===== src/rtl/ilog2_pkg.sv =====
// Shared types and constants for the shared-ilog2 arbiter slice.
package ilog2_pkg;

    localparam int LOG2_W      = 5;
    localparam int OPND_W      = 32;
    localparam int DEF_NUM_REQ = 4;

    // Wide enough for the largest supported lane count (16).
    localparam int MAX_IDX_W   = 4;

    typedef logic [MAX_IDX_W-1:0] lane_idx_t;

    // Stage-1 pipeline word: operand, issuing lane, valid.
    typedef struct packed {
        logic [OPND_W-1:0] v;
        lane_idx_t         idx;
        logic              vld;
    } s1_t;

endpackage


===== src/rtl/ilog2.sv =====
// Combinational integer log2: position of the highest set bit; valid=0 for v==0.
module ilog2 (
    input  logic [31:0] v,
    output logic [4:0]  log2,
    output logic        valid
);

    // Priority encoder, highest set bit wins.
    always_comb begin
        log2 = '0;
        for (int i = 0; i < 32; i++) begin
            if (v[i]) begin
                log2 = 5'(i);
            end
        end
    end

    assign valid = |v;

endmodule


===== src/rtl/rr_arbiter.sv =====
// Round-robin arbiter: first eligible lane scanning from rr_ptr upward, wrapping.
module rr_arbiter #(
    parameter int NUM_REQ = 4,
    parameter int IDX_W   = 2
) (
    input  logic [NUM_REQ-1:0] elig,
    input  logic [IDX_W-1:0]   rr_ptr,
    output logic [NUM_REQ-1:0] grant,
    output logic [IDX_W-1:0]   grant_idx,
    output logic               any
);

    function automatic int wrap(input int a);
        return (a >= NUM_REQ) ? a - NUM_REQ : a;
    endfunction

    // Scan rr_ptr, rr_ptr+1, ... and stop at the first eligible lane.
    always_comb begin
        grant     = '0;
        grant_idx = '0;
        any       = 1'b0;
        for (int k = 0; k < NUM_REQ; k++) begin
            if (!any && elig[wrap(int'(rr_ptr) + k)]) begin
                grant[wrap(int'(rr_ptr) + k)] = 1'b1;
                grant_idx                     = IDX_W'(wrap(int'(rr_ptr) + k));
                any                           = 1'b1;
            end
        end
    end

endmodule


===== src/rtl/ilog2_arbiter.sv =====
// Shares one ilog2 unit among NUM_REQ lanes: round-robin accept, 2-stage
// pipeline, per-lane result registers held until the lane consumes them.
module ilog2_arbiter
    import ilog2_pkg::*;
#(
    parameter  int NUM_REQ = DEF_NUM_REQ,
    localparam int IDX_W   = $clog2(NUM_REQ)
) (
    input  logic                      clk,
    input  logic                      rst,
    input  logic [NUM_REQ-1:0]        req_valid,
    input  logic [OPND_W*NUM_REQ-1:0] req_v,
    output logic [NUM_REQ-1:0]        req_ready,
    output logic [NUM_REQ-1:0]        rsp_valid,
    input  logic [NUM_REQ-1:0]        rsp_ready,
    output logic [LOG2_W*NUM_REQ-1:0] rsp_log2,
    output logic [NUM_REQ-1:0]        rsp_zero,
    output logic                      idle
);

    logic [NUM_REQ-1:0] busy;
    logic [NUM_REQ-1:0] elig;
    logic [NUM_REQ-1:0] grant;
    logic [NUM_REQ-1:0] hs;
    logic [IDX_W-1:0]   rr_ptr;
    logic [IDX_W-1:0]   grant_idx;
    logic               grant_any;
    logic [OPND_W-1:0]  v_sel_p0;
    s1_t                s1_p0;
    s1_t                s1_p1;
    logic [LOG2_W-1:0]  log2_p1;
    logic               nz_p1;

    // A lane with a result outstanding may not issue again until it is consumed.
    assign elig = req_valid & ~busy;
    assign hs   = rsp_valid & rsp_ready;

    rr_arbiter #(
        .NUM_REQ (NUM_REQ),
        .IDX_W   (IDX_W)
    ) u_arb (
        .elig      (elig),
        .rr_ptr    (rr_ptr),
        .grant     (grant),
        .grant_idx (grant_idx),
        .any       (grant_any)
    );

    assign req_ready = grant;

    // ---- stage 0: select the granted lane's operand ----
    // One-hot grant selects the operand of the accepted lane.
    always_comb begin
        v_sel_p0 = '0;
        for (int i = 0; i < NUM_REQ; i++) begin
            if (grant[i]) begin
                v_sel_p0 = req_v[OPND_W*i +: OPND_W];
            end
        end
    end

    // Pack the accepted request into the stage-1 word.
    always_comb begin
        s1_p0.v   = v_sel_p0;
        s1_p0.idx = lane_idx_t'(grant_idx);
        s1_p0.vld = grant_any;
    end

    // ---- stage 1: operand register feeding the shared ilog2 ----
    // Reset empties the pipeline so an in-flight request never produces a result.
    always_ff @(posedge clk or posedge rst) begin
        if (rst) begin
            s1_p1 <= '0;
        end else begin
            s1_p1 <= s1_p0;
        end
    end

    ilog2 u_ilog2 (
        .v     (s1_p1.v),
        .log2  (log2_p1),
        .valid (nz_p1)
    );

    // ---- stage 2: write the result into the issuing lane's register ----
    // Results are held stable until the lane handshakes; a write and a
    // handshake never target the same lane because of the busy rule.
    always_ff @(posedge clk or posedge rst) begin
        if (rst) begin
            rsp_valid <= '0;
            rsp_log2  <= '0;
            rsp_zero  <= '0;
        end else begin
            for (int i = 0; i < NUM_REQ; i++) begin
                if (s1_p1.vld && (s1_p1.idx == lane_idx_t'(i))) begin
                    rsp_valid[i]                   <= 1'b1;
                    rsp_log2[LOG2_W*i +: LOG2_W]   <= log2_p1;
                    rsp_zero[i]                    <= ~nz_p1;
                end else if (hs[i]) begin
                    rsp_valid[i] <= 1'b0;
                end
            end
        end
    end

    // Busy spans accept through result consumption.
    always_ff @(posedge clk or posedge rst) begin
        if (rst) begin
            busy <= '0;
        end else begin
            for (int i = 0; i < NUM_REQ; i++) begin
                if (grant[i]) begin
                    busy[i] <= 1'b1;
                end else if (hs[i]) begin
                    busy[i] <= 1'b0;
                end
            end
        end
    end

    // Round-robin pointer moves just past the lane that was granted.
    always_ff @(posedge clk or posedge rst) begin
        if (rst) begin
            rr_ptr <= '0;
        end else if (grant_any) begin
            rr_ptr <= (grant_idx == IDX_W'(NUM_REQ - 1)) ? '0 : grant_idx + 1'b1;
        end
    end

    assign idle = ~|busy & ~s1_p1.vld;

endmodule


===== config.mk =====
export PLATFORM = sky130hd
export DESIGN_NAME = ilog2_arbiter
export DESIGN_NICKNAME = d
export VERILOG_FILES = /design/src/rtl/ilog2_pkg.sv /design/src/rtl/ilog2.sv /design/src/rtl/rr_arbiter.sv /design/src/rtl/ilog2_arbiter.sv
export SDC_FILE = /design/constraint.sdc
export NUM_CORES = 1
export LEC_CHECK = 0
export CAP_MARGIN = 10
export CELL_PAD_IN_SITES_DETAIL_PLACEMENT = 1
export CELL_PAD_IN_SITES_GLOBAL_PLACEMENT = 1
export CORE_ASPECT_RATIO = 0.5
export CORE_MARGIN = 2
export CORE_UTILIZATION = 33
export DETAILED_ROUTE_END_ITERATION = 12
export PLACE_DENSITY_LB_ADDON = 0.08
export SYNTH_ARGS = -nofsm -noshare
export SYNTH_HDL_FRONTEND = slang
export SYNTH_SLANG_ARGS = --single-unit

===== constraint.sdc =====
create_clock -name clk -period 3.8 [get_ports clk]
set_clock_uncertainty 0.2 [all_clocks]
set_input_delay 0.38 -clock clk [delete_from_list [all_inputs] [get_ports clk]]
set_output_delay 0.38 -clock clk [all_outputs]
set_load 0.03 [all_outputs]

==> results.txt, run 1 <==
Reg area = 1727 sq um
Setup TNS = 0 ns
Sw Share = 46.77%
Slowest CP cell = or3_4
Initial antenna violation count = 0
DP HPWL = 11.62 mm
Seq cells post-synth = 69
CTS tree = done
WL met3 = 921 microns
FFs w/ async S/R, synth = 100.0%
Post-synthesis cell area = 4562 sq um
Congestion Overflow GR = 0
H-tree depth = 3
Final Cell Area = 6783 sq um
Net count, final = 786
Crit path required time = 3.22 ns
Largest net degree at the start of global routing = 70
Bufs on Longest Clock Path = 2
PortBufs = 170
Worst EP arrival = 2.92 ns
Worst relative slew slack = 60.29%
Worst setup path class = flip-flop to output pin
Leak = 0.002638 uW
WL met2 = 6.836 mm
Iteration-0 DRC count of the detailed router = 248
DRT Pass-1 Iters = 4
Fillers = 1525
Syn Area/Cell = 9.564 sq um
Sequential element share of the synthesized area = 37.85%
Adder-Cell Fraction of Synth Area = 1.646%
Min Tclk post-route = 3.502 ns
Final hold violation count = 0
Top delay family on crit path = buffers and inverters
Final setup vio count = 0
Area Growth Syn to Fin = 48.68%
Clock Tree Root = clkbuf_16
Worst path max stage delay = 0.43 ns
Row count = 30
Die width = 170.3 microns
Clock latency on the worst-skew pair = 0.34 ns
Core ar. = 13510 sq um
Synth cell types = 57
Vias = 4349
Comb power frac = 67.1%
Layout cells sized above 1 = 19.01%
Max-slew violations = 0
DIE AREA = 14840 sq um
HP Class = primary input to async pin
Post-synth EDFFs = 0
Mux cell area share after synthesis = 0.9874%
# DRC = 0
Number of global-route vias before repair = 4564
Yosys warning total = 0
Total Wirelength = 15.59 mm
Design Power = 7582 uW
Clock power frac = 14.1%
Post-synthesis xor/xnor area fraction = 0.1920%
NetSw = 3546 uW
DR vias/cell = 5.284
Worst setup SP type = flip-flop
Global placement routability congestion = 0.8435
First-pass GRT wire length = 24.88 mm
Highest clock rate = 285.6 MHz
Largest family of logic cells by synthesized area = compound AO/OA/AOI/OAI gates
Worst VDD drop = 0.4567 mV
Placed cells = 807
Synth Area in Simple Gates = 22.96%
Sequential share of power = 18.8%
CTS buffer count = 9
Least-Margin Pin Slew = 0.5957 ns
Die Y-Extent = 87.14 microns
Initial Util = 33.76%
Synth Flop Type = dfrtp_1
Area of the multi-input gates = 2494 sq um
Max cap viols = 0
Clock slew at reported path FFs = 0.06 ns
Setup Slack @ Placement = 0.2508 ns
DR top layer = met4
Crit end category = output pin
ANT cells = 0
Syn_nets = 621
Buffers and inverters on the worst path = 4
Sink Count = 69
Mapped Cells = 477
Status = finished, final reports clean
Ports = 171
Pwr/cell area = 1118 nW/um^2
Setup repair after global routing missed its margin = no
Cell Area, Placed = 6399 sq um
Post-CTS setup buffers = 0
Final cycle utilization of the critical path = 92.14%
Post-DRT Antenna Nets = 0
Worst Setup Slack, final = 0.2985 ns
Crit path cell chain = inv_1 -> ha_1 -> or3_4 -> a2111oi_4 -> a21o_4 -> a211oi_4 -> inv_2 -> buf_12 -> buf_4
Compound-cell area share of the yosys netlist = 28.85%
Tot GR Track Use = 21.94%
Worst Path Max Fanout = 33
Int Pwr = 4036 uW
Routed WL per cell = 18.94 microns
Post-Layout Cell Count = 823
Met1 Wirelength = 7.741 mm
==> cells in the mapped netlist, types with 2 or more instances <==
cell type | n | area share [%]
a21o_1 | 2 | 0.33
o21ai_0 | 33 | 3.6
buf_12 | 2 | 0.88
inv_1 | 15 | 1.2
or4_1 | 2 | 0.33
nand3_1 | 28 | 3.1
nand2b_1 | 5 | 0.69
nor3_1 | 41 | 4.5
o31ai_1 | 3 | 0.49
nand3b_1 | 4 | 0.66
a211oi_1 | 4 | 0.66
dfrtp_1 | 69 | 38
ha_1 | 6 | 1.6
buf_6 | 10 | 2.5
a21oi_1 | 12 | 1.3
nand3_2 | 10 | 2.2
o21bai_1 | 2 | 0.33
inv_2 | 2 | 0.16
a211oi_4 | 2 | 0.88
buf_4 | 5 | 0.82
a211oi_2 | 61 | 17
mux4_2 | 2 | 0.99
a22oi_1 | 2 | 0.33
a22o_1 | 4 | 0.77
o22ai_1 | 2 | 0.27
nor2b_1 | 6 | 0.82
a31oi_1 | 2 | 0.27
nand2_1 | 44 | 3.6
nor2_1 | 54 | 4.4
clkbuf_1 | 9 | 0.74
nor4_1 | 3 | 0.41
buf_2 | 6 | 0.66
==> area by class of cell <==
cell class | instances | area share, %
Timing Repair Buffer | 187 | 27.82
Clock inverter | 5 | 1.900
Multi-Input combinational cell | 356 | 36.76
Clock buffer | 11 | 3.726
Sequential cell | 69 | 25.46
Tap cell | 176 | 3.247
Inverter | 19 | 1.088
==> cells by family (layout without fill, tap and decap cells) <==
family                   after synthesis  in the layout
AND/OR/NAND/NOR                      208            208
AO/OA/AOI/OAI                        139            139
flip-flops                            69             69
buffers and inverters                 52            222
adder cells (fa/ha/maj)                6              6
multiplexers                           2              2
XOR/XNOR                               1              1
==> final timing paths <==
check / start / endpoint / slack [ns] / cells after the start
max: flip-flop / req_ready[2] / 0.30 / 9
min: rst / async pin / 0.25 / 3
max reg2reg: flip-flop / s1_p1[34] / 0.53 / 10
min reg2reg: rsp_log2[5] / rsp_log2[5] / 0.28 / 2
max in group asynchronous: rst / s1_p1[8] / 2.85 / 3
min in group clk: rsp_log2[5] / rsp_log2[5] / 0.28 / 2
==> layer usage <==
| layer | track usage [%] | vias up |
|---|---|---|
| met5 | 0 | - |
| met4 | 3.497 | 0 |
| met3 | 6.815 | 7 |
| met2 | 33.89 | 102 |
| met1 | 30.82 | 2168 |
| li1 | - | 2072 |
==> metrics by stage <==
stage	util (%)	hold WS, ns
CTS	50.18	0.2629
detailed placement	47.35	0.2735
global placement	47.35	0.2654
floorplan	-	0.2635
finish	50.19	0.2458
global route	50.19	0.2939
==> registers in the layout, indices dropped and copies added, names as in the netlist, named ones only <==
register	cells
busy	4
rr_ptr	1
rsp_log2	20
rsp_valid	4
rsp_zero	4
s1_p1	35
==> power groups by stage <==
stage | sequential (uW) | clock, uW | combinational, uW
detailed placement | 1430 | 0 | 5110
finish | 1430 | 1070 | 5090
CTS | 1430 | 1090 | 5140
floorplan | 1610 | 0 | 3580
global route | 1480 | 1120 | 5510
global placement | 1420 | 0 | 5040
==> timing repair <==
item                                   CTS  global route
gates resized for setup                  0             1
setup endpoints to repair                0             1
hold buffers                             0             0
endpoints found under the hold margin    0             0
==> worst min-delay path, cell delays in order <==
cell	delay [ns]
clkdlybuf4s50_1	0.42
inv_2	0.08
buf_12	0.31
==> placed cells by master, fill, tap and decap left out, types with 2 or more instances in the layout <==
master             n
a21oi_1           12
o21ai_0           33
ha_1               6
inv_2              3
bufinv_16          4
mux4_2             2
o22ai_1            2
clkbuf_16          9
a211oi_2          61
nand2_1           44
nand3b_1           4
dfrtp_1           69
a211oi_1           4
buf_12             5
nor3_1            41
a22o_1             4
clkdlybuf4s50_1  166
nor2b_1            6
a211oi_4           2
clkbuf_8           2
inv_1             14
buf_4             15
nand3_1           28
nand2b_1           5
nand3_2           10
nor2_1            54
o21bai_1           2
a21o_1             2
a31oi_1            2
o31ai_1            3
a22oi_1            2
or4_1              2
nor4_1             3
Power figures use the tool's default switching activity.
==> inputs of run 2 (changes only) <==
--- a/config.mk
+++ b/config.mk
@@ -5,13 +5,16 @@
 export SDC_FILE = /design/constraint.sdc
 export NUM_CORES = 1
 export LEC_CHECK = 0
+export ABC_AREA = 1
 export CAP_MARGIN = 10
 export CELL_PAD_IN_SITES_DETAIL_PLACEMENT = 1
 export CELL_PAD_IN_SITES_GLOBAL_PLACEMENT = 1
 export CORE_ASPECT_RATIO = 0.5
 export CORE_MARGIN = 2
-export CORE_UTILIZATION = 33
+export CORE_UTILIZATION = 30
+export CTS_CLUSTER_DIAMETER = 60
 export DETAILED_ROUTE_END_ITERATION = 12
+export MAX_ROUTING_LAYER = met4
 export PLACE_DENSITY_LB_ADDON = 0.08
 export SYNTH_ARGS = -nofsm -noshare
 export SYNTH_HDL_FRONTEND = slang
==> run 2 against run 1 <==
Combinational power decreased by 4%. Sequential power decreased by 6%. Sequential share of layout area up 1.5 points. Largest power group unchanged. Largest cell class unchanged. Critical path type unchanged.
==> results.txt, run 2 <==
Status = finished, final reports clean (unchanged)
Post-synth top area cell = dfrtp_1 (unchanged)
H-tree depth = 3 (unchanged)
DIE AREA = 14920 sq um (was 14840 sq um)
Clock Tree Root = clkbuf_16 (unchanged)
Least-Margin Pin Slew = 0.8661 ns (was 0.5957 ns)
Crit end category = output pin (unchanged)
Worst setup path class = flip-flop to output pin (unchanged)
Max cap viols = 0 (unchanged)
Syn_nets = 700 (was 621)
Max-slew violations = 0 (unchanged)
Net count, final = 868 (was 786)
Top reg by flops = s1_p1 (unchanged)
Synth Flop Type = dfrtp_1 (unchanged)
Congestion Overflow GR = 0 (unchanged)
Worst setup SP type = flip-flop (unchanged)
Post-CTS setup buffers = 0 (unchanged)
Post-synth EDFFs = 0 (unchanged)
DRT Pass-1 Iters = 4 (unchanged)
Total Wirelength = 15.17 mm (was 15.59 mm)
Global placement routability congestion = 0.8029 (was 0.8435)
Post-Layout Cell Count = 921 (was 823)
Iteration-0 DRC count of the detailed router = 154 (was 248)
Placed cells = 905 (was 807)
Die Y-Extent = 87.38 microns (was 87.14 microns)
Fillers = 1694 (was 1525)
Initial Util = 30.78% (was 33.76%)
Row count = 30 (unchanged)
DR vias/cell = 4.742 (was 5.284)
CTS tree = done (unchanged)
Clock latency on the worst-skew pair = 0.33 ns (was 0.34 ns)
First-pass GRT wire length = 24.44 mm (was 24.88 mm)
ANT cells = 0 (unchanged)
Layout cells sized above 1 = 8.505% (was 19.01%)
Synth cell types = 38 (was 57)
Core ar. = 13550 sq um (was 13510 sq um)
Bufs on Longest Clock Path = 2 (unchanged)
Seq cells post-synth = 69 (unchanged)
Final setup vio count = 0 (unchanged)
Worst relative slew slack = 41.72% (was 60.29%)
Die width = 170.8 microns (was 170.3 microns)
Final cycle utilization of the critical path = 93.58% (was 92.14%)
Pwr/cell area = 1140 nW/um^2 (was 1118 nW/um^2)
CTS buffer count = 9 (unchanged)
Worst Path Max Fanout = 8 (was 33)
# DRC = 0 (unchanged)
Largest cells by area after synthesis = dfrtp_1, nand2_1, a21oi_1 (was dfrtp_1, a211oi_2, nor3_1)
Ports = 171 (unchanged)
Setup TNS = 0 ns (unchanged)
Largest register FFs = 35 (unchanged)
DP HPWL = 11.52 mm (was 11.62 mm)
Most frequent cells in the layout = nand2_1, clkdlybuf4s50_1, a21oi_1 (was clkdlybuf4s50_1, dfrtp_1, a211oi_2)
Mapped Cells = 556 (was 477)
Min Tclk post-route = 3.556 ns (was 3.502 ns)
Routed WL per cell = 16.47 microns (was 18.94 microns)
Yosys warning total = 0 (unchanged)
Commonest non-fill, non-tap cell in the layout = nand2_1 (was clkdlybuf4s50_1)
Cts repair resizes = 0 (unchanged)
Setup repair after global routing missed its margin = no (unchanged)
Worst EP arrival = 2.98 ns (was 2.92 ns)
Highest clock rate = 281.2 MHz (was 285.6 MHz)
Top Registers = s1_p1 x35, rsp_log2 x20 (unchanged)
Area Growth Syn to Fin = 53.27% (was 48.68%)
Final hold violation count = 0 (unchanged)
HP Class = primary input to async pin (unchanged)
Top-area cell type share of the netlist area = 41.39% (was 37.85%)
Clock slew at reported path FFs = 0.06 ns (about the same)
Tot GR Track Use = 22.12% (was 21.94%)
Post-DRT Antenna Nets = 0 (unchanged)
Post-synth top cells = nand2_1, a21oi_1, dfrtp_1 (was dfrtp_1, a211oi_2, nor2_1)
Leak = 0.002839 uW (was 0.002638 uW)
Syn Area/Cell = 7.503 sq um (was 9.564 sq um)
Sequential element share of the synthesized area = 41.39% (was 37.85%)
Post-synthesis cell area = 4172 sq um (was 4562 sq um)
FFs w/ async S/R, synth = 100.0% (unchanged)
Most instantiated library cell after synthesis = nand2_1 (was dfrtp_1)
Number of global-route vias before repair = 4716 (was 4564)
Sink Count = 69 (unchanged)
Initial antenna violation count = 0 (unchanged)
PortBufs = 170 (unchanged)
Crit path required time = 3.22 ns (about the same)
Largest net degree at the start of global routing = 66 (was 70)
CTS Hold Bufs = 0 (unchanged)
Worst VDD drop = 0.5012 mV (was 0.4567 mV)
Vias = 4367 (was 4349)
[run 2: changes by cell type after synthesis, moves of 6 or more]
| cell | delta |
|---|---|
| a211oi_2 | -61 |
| a21oi_1 | +59 |
| a31oi_1 | +7 |
| clkbuf_1 | -9 |
| inv_1 | +41 |
| nand2_1 | +128 |
| nor2_1 | -30 |
| nor2b_1 | -6 |
| nor3_1 | -36 |
| o21ai_0 | -21 |
| o21ai_1 | +34 |
[run 2: final timing paths]
| check | from | slack (ns) | to | depth (start not counted) |
|---|---|---|---|---|
| max | rr_ptr[1] | 0.24 | req_ready[3] | 10 |
| min in group clk | rsp_log2[17] | 0.28 | rsp_log2[17] | 2 |
| min reg2reg | rsp_log2[17] | 0.28 | rsp_log2[17] | 2 |
| max in group asynchronous | rst | 2.23 | s1_p1[35] | 3 |
| max reg2reg | rr_ptr[1] | 0.52 | s1_p1[34] | 13 |
| min | rst | 0.14 | rsp_log2[12] | 2 |
[run 2: logic make-up (layout without fill, tap and decap cells)]
group / Yosys count / in the layout / share of synthesized area (%)
buffers and inverters: 84 / 257 / 10.47
XOR/XNOR: 1 / 1 / 0.2100
adder cells (fa/ha/maj): 6 / 6 / 1.800
AO/OA/AOI/OAI: 139 / 139 / 19.17
AND/OR/NAND/NOR: 257 / 257 / 26.96
flip-flops: 69 / 69 / 41.39
[run 2: critical path: stages, from the launching register on]
cell and delay (ns):
dfrtp_1 0.53, inv_1 0.19, ha_1 0.34, inv_1 0.17, nand2_2 0.09, o21ai_4 0.09
nand2_2 0.12, nor3_2 0.14, inv_2 0.13, o21ai_4 0.15, clkdlybuf4s50_1 0.69
[run 2: power by group]
group / internal, uW / switching, uW / total [uW]
Clock: 709 / 322 / 1030
Sequential: 1120 / 229 / 1350
Combinational: 1730 / 3190 / 4910
[run 2: per-layer routing]
metal  global-route usage [%]  vias to the layer above  share of wire, %
li1                         -                     2154                 -
met1                    27.58                     2084                47
met2                    37.06                      112                47
met3                    5.270                       17               5.1
met4                    4.274                        0               1.2
met5                        -                        -                 0
[run 2: area by class of cell]
class | count | area (sq um) | share of cell area (%)
multi-input combinational | 403 | 2019 | 31.59
inverter | 62 | 245.2 | 3.836
timing repair buffer | 179 | 1799 | 28.14
tap | 192 | 240.2 | 3.757
sequential | 69 | 1727 | 27.01
clock buffer | 10 | 229.0 | 3.581
clock inverter | 6 | 133.9 | 2.094
[run 2: per-stage QoR]
stage | setup WS [ns] | utilization, % | total power (uW) | hold slack [ns] | area [sq um]
after floorplan | 0.9970 | - | 4901 | 0.2494 | 4172
after global placement | 0.5617 | 44.51 | 6190 | 0.2622 | 6031
after detailed placement | 0.5313 | 44.51 | 6292 | 0.2724 | 6031
after CTS | 0.2184 | 47.18 | 7387 | 0.1416 | 6394
after global routing | 0.03368 | 47.18 | 8008 | 0.1571 | 6394
final | 0.2439 | 47.18 | 7292 | 0.1415 | 6394
==> inputs of run 3 (changes only) <==
--- a/config.mk
+++ b/config.mk
@@ -10,7 +10,6 @@
 export CELL_PAD_IN_SITES_DETAIL_PLACEMENT = 1
 export CELL_PAD_IN_SITES_GLOBAL_PLACEMENT = 1
 export CORE_ASPECT_RATIO = 0.5
-export CORE_MARGIN = 2
 export CORE_UTILIZATION = 30
 export CTS_CLUSTER_DIAMETER = 60
 export DETAILED_ROUTE_END_ITERATION = 12
==> run 3 against run 2 <==
Final cell count rose by 1.5%. Critical endpoint is now req_ready[1]. Maximum frequency fell by 0.77%. Total power rose by 2.1%. Final area rose by 1.3%. Non-clock buffer count rose by 14. Largest cell class unchanged. Flip-flop and latch count did not move. Hold slack improved by 0.096 ns. Sequential share of layout area fell by 0.33 points. Critical path depth did not move. Largest power group unchanged.
==> results.txt, run 3 (same netlist as run 2, synthesis figures left out) <==
Status = finished, final reports clean (unchanged)
Number of global-route vias before repair = 4553 (was 4716)
Sink Count = 69 (unchanged)
DP HPWL = 11.92 mm (was 11.52 mm)
Worst VDD drop = 0.5335 mV (was 0.5012 mV)
Top Registers = s1_p1 x35, rsp_log2 x20 (unchanged)
Net count, final = 882 (was 868)
Ports = 171 (unchanged)
Area Growth Syn to Fin = 55.28% (was 53.27%)
HP Class = primary input to async pin (unchanged)
Clock slew at reported path FFs = 0.06 ns (about the same)
Worst setup path class = flip-flop to output pin (unchanged)
Row count = 30 (unchanged)
Global placement routability congestion = 0.8233 (was 0.8029)
Bufs on Longest Clock Path = 2 (unchanged)
Worst relative slew slack = 39.03% (was 41.72%)
Final hold slack = 0.2370 ns (was 0.1415 ns)
Worst path max stage delay = 0.55 ns (was 0.69 ns)
Worst Setup Slack, final = 0.2161 ns (was 0.2439 ns)
Setup TNS = 0 ns (unchanged)
Iteration-0 DRC count of the detailed router = 206 (was 154)
CTS tree = done (unchanged)
Max cap viols = 0 (unchanged)
Initial antenna violation count = 0 (unchanged)
Min Tclk post-route = 3.584 ns (was 3.556 ns)
# DRC = 0 (unchanged)
DIE AREA = 14410 sq um (was 14920 sq um)
Leak = 0.002916 uW (was 0.002839 uW)
Final hold violation count = 0 (unchanged)
Largest register FFs = 35 (unchanged)
Least-Margin Pin Slew = 0.9061 ns (was 0.8661 ns)
Initial Util = 30.78% (unchanged)
Slowest CP cell = dfrtp_1 (was clkdlybuf4s50_1)
H-tree depth = 3 (unchanged)
Final cycle utilization of the critical path = 94.31% (was 93.58%)
Sequential share of power = 18.1% (was 18.5%)
Tot GR Track Use = 22.42% (was 22.12%)
Vias = 4381 (was 4367)
Setup repair after global routing missed its margin = no (unchanged)
Clock power frac = 13.1% (was 14.1%)
Worst Path Max Fanout = 33 (was 8)
Cell Area, Placed = 6036 sq um (was 6031 sq um)
Commonest non-fill, non-tap cell in the layout = nand2_1 (unchanged)
Layout cells sized above 1 = 10.50% (was 8.505%)
Largest net degree at the start of global routing = 66 (unchanged)
Crit path cell chain = inv_1 -> ha_1 -> inv_1 -> o21ai_4 -> nand2_2 -> nor3_2 -> inv_2 -> o21ai_4 -> buf_6 -> buf_4 (was inv_1 -> ha_1 -> inv_1 -> nand2_2 -> o21ai_4 -> nand2_2 -> nor3_2 -> inv_2 -> o21ai_4 -> clkdlybuf4s50_1)
CTS buffer count = 9 (unchanged)
Fin util = 47.80% (was 47.18%)
DR vias/cell = 4.686 (was 4.742)
Worst EP arrival = 3.00 ns (was 2.98 ns)
Core ar. = 13550 sq um (unchanged)
NetSw = 3794 uW (was 3736 uW)
Int Pwr = 3650 uW (was 3556 uW)
Max-slew violations = 0 (unchanged)
Crit path required time = 3.22 ns (about the same)
Sw Share = 50.96% (was 51.24%)
DRT Pass-1 Iters = 4 (unchanged)
Routed WL per cell = 16.23 microns (was 16.47 microns)
Worst setup SP type = flip-flop (unchanged)
PortBufs = 170 (unchanged)
Most frequent cells in the layout = nand2_1, clkdlybuf4s50_1, a21oi_1 (unchanged)
First-pass GRT wire length = 23.98 mm (was 24.44 mm)
Crit end category = output pin (unchanged)
Reg area = 1728 sq um (was 1727 sq um)
Congestion Overflow GR = 0 (unchanged)
Final setup vio count = 0 (unchanged)
Total Wirelength = 15.18 mm (was 15.17 mm)
Highest clock rate = 279.0 MHz (was 281.2 MHz)
Die Y-Extent = 85.38 microns (was 87.38 microns)
Clock Tree Root = clkbuf_16 (unchanged)
Clock latency on the worst-skew pair = 0.33 ns (about the same)
Setup Slack @ Placement = 0.3602 ns (was 0.5313 ns)
Die width = 168.8 microns (was 170.8 microns)
Top reg by flops = s1_p1 (unchanged)
Fillers = 1645 (was 1694)
ANT cells = 0 (unchanged)
Pwr/cell area = 1149 nW/um^2 (was 1140 nW/um^2)
Area of the multi-input gates = 2019 sq um (unchanged)
Comb power frac = 68.7% (was 67.4%)
Final Cell Area = 6477 sq um (was 6394 sq um)
Post-DRT Antenna Nets = 0 (unchanged)
==> run 3: stage by stage <==
stage	instances	total power [uW]
2_1_floorplan	556	4901
3_3_place_gp	909	6175
3_5_place_dp	909	6280
4_1_cts	925	7295
5_1_grt	935	8124
6_report	935	7444
==> run 3: area by class of cell <==
| cell class | count | share of cell area [%] |
|---|---|---|
| multi-input combinational | 403 | 31.18 |
| timing repair buffer | 193 | 29.30 |
| sequential | 69 | 26.68 |
| inverter | 62 | 3.786 |
| tap | 192 | 3.709 |
| clock buffer | 9 | 3.477 |
| clock inverter | 7 | 1.874 |
==> run 3: what timing repair did <==
item                       in CTS  in global routing
buffers inserted                0                 10
gates resized for setup         0                  3
setup endpoints to repair       0                  6
hold buffers                    0                  0
hold endpoints to repair        0                  0
==> run 3: path summary, 6_finish.rpt <==
kind | from | endpoint | slack, ns | cells after the start
worst min register to register | rsp_log2[19] | rsp_log2[19] | 0.27 | 2
max in group asynchronous | rst | s1_p1[23] | 2.63 | 3
min in group clk | rsp_log2[19] | rsp_log2[19] | 0.27 | 2
worst min-delay path | rst | rsp_log2[7] | 0.24 | 3
worst max-delay path | rr_ptr[1] | req_ready[1] | 0.22 | 10
worst max register to register | rr_ptr[1] | s1_p1[27] | 0.44 | 14
==> run 3: power groups by stage <==
stage	logic, uW	clock network (uW)	registers, uW
CTS	4940	1000	1350
floorplan	3400	0	1500
finish	5120	979	1350
global route	5700	1030	1390
global placement	4820	0	1350
detailed placement	4920	0	1360
==> run 3: routing by layer <==
layer | wire length, microns | GRT usage, % | vias to the layer above
met3 | 778 | 4.664 | 17
met2 | 7005 | 36.36 | 120
met4 | 170 | 4.876 | 0
met5 | 0 | - | -
li1 | - | - | 2179
met1 | 7224 | 28.86 | 2065
==> run 3: critical path: cells and delay by family (launching register included) <==
family	cells	cell delay, ns
simple gates	2	0.31
fa+ha+maj	1	0.37
compound gates	2	0.44
flops	1	0.55
buf+inv	5	0.98
